File: src/rtl/serialize_cyclic.sv
`default_nettype none
// ============================================================================
//  Module      : serialize_cyclic
//  Description : Vector-to-element serializer. Accepts one packed vector of
//                pNUM_OF_ELEMENTS words per handshake and streams the words
//                out one per cycle (odata/odata_en/olast). A shadow buffer
//                holds one further vector so consecutive vectors stream
//                back-to-back without gap cycles.
//  Revision    : 1.0 - initial release
// ============================================================================
module serialize_cyclic #(
  parameter int pDATA_IN_W       = 8,
  parameter int pNUM_OF_ELEMENTS = 9
) (
  input  logic                                   iclk,
  input  logic                                   irst,
  input  logic [pDATA_IN_W*pNUM_OF_ELEMENTS-1:0] idata,
  input  logic                                   idata_valid,
  output logic                                   oready,
  input  logic                                   istall,
  output logic [pDATA_IN_W-1:0]                  odata,
  output logic                                   odata_en,
  output logic                                   olast,
  output logic                                   obusy
);

  // --------------------------------------------------------------------------
  // Parameter legality
  // --------------------------------------------------------------------------
  if (pNUM_OF_ELEMENTS < 1) begin : g_bad_num_elements
    $error("serialize_cyclic: pNUM_OF_ELEMENTS must be >= 1");
  end

  if (pDATA_IN_W < 1) begin : g_bad_data_width
    $error("serialize_cyclic: pDATA_IN_W must be >= 1");
  end

  // --------------------------------------------------------------------------
  // Constants
  // --------------------------------------------------------------------------
  localparam int c_VEC_W = pDATA_IN_W * pNUM_OF_ELEMENTS;
  // Counter is at least one bit wide so N=1 still has a legal (constant 0) counter.
  localparam int c_CNT_W = (pNUM_OF_ELEMENTS > 1) ? $clog2(pNUM_OF_ELEMENTS) : 1;
  localparam logic [c_CNT_W-1:0] c_CNT_LAST = c_CNT_W'(pNUM_OF_ELEMENTS - 1);
  localparam logic [c_CNT_W-1:0] c_CNT_ONE  = c_CNT_W'(1);

  localparam logic [0:0] c_ST_IDLE = 1'b0;
  localparam logic [0:0] c_ST_SEND = 1'b1;

  // --------------------------------------------------------------------------
  // Registers
  // --------------------------------------------------------------------------
  logic [0:0]            r_state;
  logic [c_CNT_W-1:0]    r_cnt;
  logic [c_VEC_W-1:0]    r_active;
  logic [c_VEC_W-1:0]    r_pending;
  logic                  r_pending_full;
  logic [pDATA_IN_W-1:0] r_odata;
  logic                  r_odata_en;
  logic                  r_olast;

  // --------------------------------------------------------------------------
  // Combinational control
  // --------------------------------------------------------------------------
  logic                  w_ready;
  logic                  w_accept;
  logic                  w_cnt_last;
  logic                  w_emit;
  logic                  w_emit_last;
  logic                  w_transfer;
  logic                  w_load_active;
  logic                  w_load_pending;
  logic [pDATA_IN_W-1:0] w_elem;

  // The shadow buffer is the only thing that can refuse a vector; the active
  // buffer always has room when the shadow is empty (either idle, or it is
  // refilled no later than the edge its last element leaves).
  assign w_ready     = !r_pending_full && !irst;
  assign w_accept    = idata_valid && w_ready;

  assign w_cnt_last  = (r_cnt == c_CNT_LAST);
  assign w_emit      = (r_state == c_ST_SEND) && !istall;
  assign w_emit_last = w_emit && w_cnt_last;

  // Shadow vector moves into the active slot as the active vector's last
  // element leaves, so the next element 0 follows without a gap.
  assign w_transfer  = w_emit_last && r_pending_full;

  // A new vector goes straight to the active slot when nothing is streaming,
  // or when the active vector finishes on this very edge with no shadow
  // vector waiting; otherwise it is parked in the shadow buffer.
  assign w_load_active  = w_accept &&
                          ((r_state == c_ST_IDLE) || (w_emit_last && !r_pending_full));
  assign w_load_pending = w_accept && !w_load_active;

  // Select the element addressed by the counter (constant-index mux).
  always_comb begin
    w_elem = '0;
    for (int k = 0; k < pNUM_OF_ELEMENTS; k++) begin
      if (r_cnt == c_CNT_W'(k)) begin
        w_elem = r_active[k*pDATA_IN_W +: pDATA_IN_W];
      end
    end
  end

  // --------------------------------------------------------------------------
  // Sequential logic
  // --------------------------------------------------------------------------

  // FSM and element counter: walk the active vector, chain into the next one.
  always_ff @(posedge iclk or posedge irst) begin
    if (irst) begin
      r_state <= c_ST_IDLE;
      r_cnt   <= '0;
    end else begin
      case (r_state)
        c_ST_IDLE: begin
          if (w_accept) begin
            r_state <= c_ST_SEND;
            r_cnt   <= '0;
          end
        end
        c_ST_SEND: begin
          if (w_emit) begin
            if (!w_cnt_last) begin
              r_cnt <= r_cnt + c_CNT_ONE;
            end else if (r_pending_full || w_accept) begin
              // Next vector is already lined up: restart at element 0.
              r_cnt <= '0;
            end else begin
              r_state <= c_ST_IDLE;
              r_cnt   <= '0;
            end
          end
        end
        default: begin
          r_state <= c_ST_IDLE;
          r_cnt   <= '0;
        end
      endcase
    end
  end

  // Active/shadow vector buffers and the shadow occupancy flag.
  always_ff @(posedge iclk or posedge irst) begin
    if (irst) begin
      r_active       <= '0;
      r_pending      <= '0;
      r_pending_full <= 1'b0;
    end else begin
      if (w_load_active) begin
        r_active <= idata;
      end else if (w_transfer) begin
        r_active <= r_pending;
      end

      // An accept into the shadow and a transfer out of it cannot coincide:
      // a transfer needs the shadow full, which blocks accepts.
      if (w_load_pending) begin
        r_pending      <= idata;
        r_pending_full <= 1'b1;
      end else if (w_transfer) begin
        r_pending_full <= 1'b0;
      end
    end
  end

  // Registered element stream; odata keeps its last value when nothing is sent.
  always_ff @(posedge iclk or posedge irst) begin
    if (irst) begin
      r_odata    <= '0;
      r_odata_en <= 1'b0;
      r_olast    <= 1'b0;
    end else if (w_emit) begin
      r_odata    <= w_elem;
      r_odata_en <= 1'b1;
      r_olast    <= w_cnt_last;
    end else begin
      r_odata_en <= 1'b0;
      r_olast    <= 1'b0;
    end
  end

  // --------------------------------------------------------------------------
  // Outputs
  // --------------------------------------------------------------------------
  assign oready   = w_ready;
  assign odata    = r_odata;
  assign odata_en = r_odata_en;
  assign olast    = r_olast;
  assign obusy    = (r_state == c_ST_SEND) || r_pending_full;

endmodule
`default_nettype wire

File: config.mk
export PLATFORM = sky130hd
export DESIGN_NAME = serialize_cyclic
export DESIGN_NICKNAME = d
export VERILOG_FILES = /design/src/rtl/serialize_cyclic.sv
export SDC_FILE = /design/constraint.sdc
export NUM_CORES = 1
export LEC_CHECK = 0
export BUFFER_PORTS_ARGS = -buffer_cell sky130_fd_sc_hd__buf_2
export CAP_MARGIN = 15
export CORE_MARGIN = 2
export CORE_UTILIZATION = 53
export DETAILED_ROUTE_END_ITERATION = 8
export HOLD_SLACK_MARGIN = 0.15
export PLACE_DENSITY = 0.81
export SYNTH_ARGS = -nofsm -noshare
export SYNTH_HDL_FRONTEND = slang
export SYNTH_SLANG_ARGS = --single-unit
File: constraint.sdc
create_clock -name iclk -period 5.1 [get_ports iclk]
set_clock_uncertainty 0.2 [all_clocks]
set_input_delay 0.765 -clock iclk [delete_from_list [all_inputs] [get_ports iclk]]
set_output_delay 0.765 -clock iclk [all_outputs]
set_load 0.01 [all_outputs]
==> summary.md <==
| Metric | Value |
|---|---|
| Status | completed |
| Worst setup SP type | flip-flop |
| Die area | approximately 0.015 sq mm |
| Clock root cell | clkbuf_16 |
| R2R cell count | 7 |
| CP endpoint kind | flip-flop |
| First drt pass iteration count | 5 |
| R2r setup slk | approximately 2 ns |
| Seq cells post-synth | 160 |
| Largest net degree at the start of global routing | 85 |
| CTS Buf Count | 17 |
| GR Util All Layers | about a quarter |
| Tightest Pin Transition | ~1.1 ns |
| RR Endpoint | r_pending[47] |
| Power density over the cells | 585.6 mW/mm^2 |
| Die W | between 100 and 150 um |
| Synthesis-to-layout area growth | 13.93% |
| CTS clock-pin slew for the worst setup and hold paths | around 0.060 ns |
| Yosys synthesis warning count | 0 |
| Vias in the first global route | around 5,000 |
| Fmax | between 300 and 400 MHz |
| Vias after detailed routing | 5,157 |
| Post-DR vias/cell | around 6.1 |
| # hold bufs at CTS | 0 |
| Critical path type | flip-flop to flip-flop |
| TritonCTS clock tree | done |
| Final setup fails | 0 |
| Hold Fails Final Rpt | 0 |
| Tmin final | about 3.1 ns |
| Post-CTS setup buffers | 0 |
| Port Buffers | 87 |
| ANT cells | 0 |
| Commonest non-fill, non-tap cell in the layout | dfrtp_1 |
| FP Rows | between 40 and 50 |
| Number of fill cells | 1,085 |
| CP endpoint | r_pending[47] |
| Placed cell area | between 0.007 and 0.008 sq mm |
| Post-route clock period utilization | just over 60% |
| # nets final | slightly above 700 |
| Syn Nets | between 600 and 700 |
| Slew Viols, Final | 0 |
| Max cap viols | 0 |
| Detail Placement HPWL | 10.89 mm |
| Cells after synthesis | roughly 600 |
| Max-slew headroom | between 20% and 30% |
| # IOs | between 80 and 90 |
| Clock Latency Late Sink | between 0.4 and 0.5 ns |
| RR Startpoint | r_cnt[0] |
| CP Max Fanout | 48 |
| Drt wl/cell | roughly 20 um |
| Clock sinks | 160 |
| Antenna-violating nets left | 0 |
| Asr flop ratio synth | 100.0% |
| Final wirelength | 16.90 mm |
| Initial antenna violation count | 0 |
| Setup tns final | 0 ns |
| Htree depth | 4 |
| GR Overflow Total | 0 |
| Routability congestion estimate | between 0.8 and 0.9 |
| Core area | approximately 0.014 sq mm |
| Most frequent cells in the layout | 160 x dfrtp_1, 87 x buf_2, 72 x a221o_1 |
| First-pass GRT wire length | approximately 27 mm |
| Drt first-iter violations | roughly 550 |
| Synthesized cell area | around 0.0074 sq mm |
| Mapped Avg Cell Area | around 13 sq um |
| Layout cell share with drive strength beyond 1 | between 20% and 30% |
| Number of flops mapped to enable cells by yosys | 0 |
| CTS resizes | 0 |
| Crit path from | r_cnt[0] |
| DRC Markers | 0 |
| Die height | ~120 um |
| Distinct cells, synth | 43 |
| Initial Utilization | 53.66% |
| Overall Power | slightly below 5000 uW |
| Synth Flop Type | dfrtp_1 |
| Arrival @ worst endpoint | between 3 and 4 ns |
| P_leak | roughly 0.0038 uW |
| Final WS setup | approximately 2.0 ns |
| Clk buf depth | 2 |
| Final instance area | between 0.008 and 0.009 sq mm |
| Pre-CTS worst setup slack | about 1.8 ns |
| Worst Path Required | ~5.2 ns |
| RSZ-0062 raised after global routing | false |
| Seq/Total Area, Yosys | between 50% and 60% |
| HP Class | flip-flop to flip-flop |
| IR drop worst, VDD | 0.3009 mV |
[worst min-delay path by stage]
stage / startpoint / to / slack, ns / depth (start not counted)
CTS: r_pending[4] / r_pending[4] / 0.29 / 1
finish: r_pending[43] / r_pending[43] / 0.28 / 1
detailed placement: r_pending[7] / r_pending[7] / 0.27 / 1
global placement: r_pending[2] / r_pending[2] / 0.26 / 1
floorplan: r_pending[13] / r_pending[13] / 0.26 / 1
global route: r_pending[46] / r_pending[46] / 0.30 / 1
[cell families after synthesis]
logic type                 count (synthesis)  synth area share (%)
adders and majority gates                  4                0.6772
muxes                                     73                 11.11
AOI/OAI and AO/OA                        139                 17.01
and+or+nand+nor                          153                 12.60
DFF                                      160                 54.17
buffers and inverters                     54                 4.435
[power breakdown]
group          internal (uW)  total (uW)  switching (uW)
Clock                    802        1300             500
Sequential              1850        2250             408
Combinational            694        1380             682
[state kept, by name, summed over array words and instances (netlist names)]
register,count
olast,1
r_pending_full,1
r_state,1
r_pending,72
r_cnt,4
r_active,72
odata_en,1
odata,8
[Yosys cell counts (all sizes together) (8+ instances only)]
cell	n	area, sq um
a221oi	16	140.1
a221o	72	720.7
nor2	19	86.33
and2	73	456.7
nor3b	8	60.06
o311ai	8	70.07
mux2	72	810.8
a21oi	9	45.04
a32oi	8	70.07
or3	9	56.30
clkbuf	16	60.06
o32a	8	80.08
nor2b	18	112.6
o211ai	9	67.56
dfrtp	160	4004
buf	34	252.8
nand2	15	58.81
[per-layer routing]
layer / wire [um] / track usage, % / up-vias / share of wire [%]
met5: 0 / 0 / - / 0
met4: 392 / 8.908 / 0 / 2.3
met3: 917 / 5.899 / 33 / 5.4
met2: 7555 / 34.67 / 154 / 45
met1: 8038 / 33.82 / 2630 / 48
li1: - / - / 2340 / -
[worst max-delay path: stages (launching register included)]
cell,delay [ns]
dfrtp_1,0.48
inv_1,0.12
ha_1,0.49
nand3b_4,0.21
o31a_2,0.40
nand3_4,0.36
buf_16,0.31
mux2_1,0.36
[per-stage QoR]
step                      std cells  util [%]  hold slack [ns]
after CTS                       838     60.94           0.2858
after detailed placement        806     56.54           0.2727
after global placement          806     56.54           0.2648
after floorplan                 583         -           0.2556
final                           839     61.14           0.2804
after global routing            839     61.14           0.2950
[area by class of cell]
cell class	instances	area, sq um	share of cell area [%]
Clock buffer	20	466.7	5.542
Clock inverter	12	138.9	1.649
Inverter	4	18.77	0.2229
Multi-Input combinational cell	369	3059	36.33
Sequential cell	160	4004	47.55
Tap cell	180	225.2	2.675
Timing Repair Buffer	94	508.0	6.033
(Power assumes the default switching activity.)
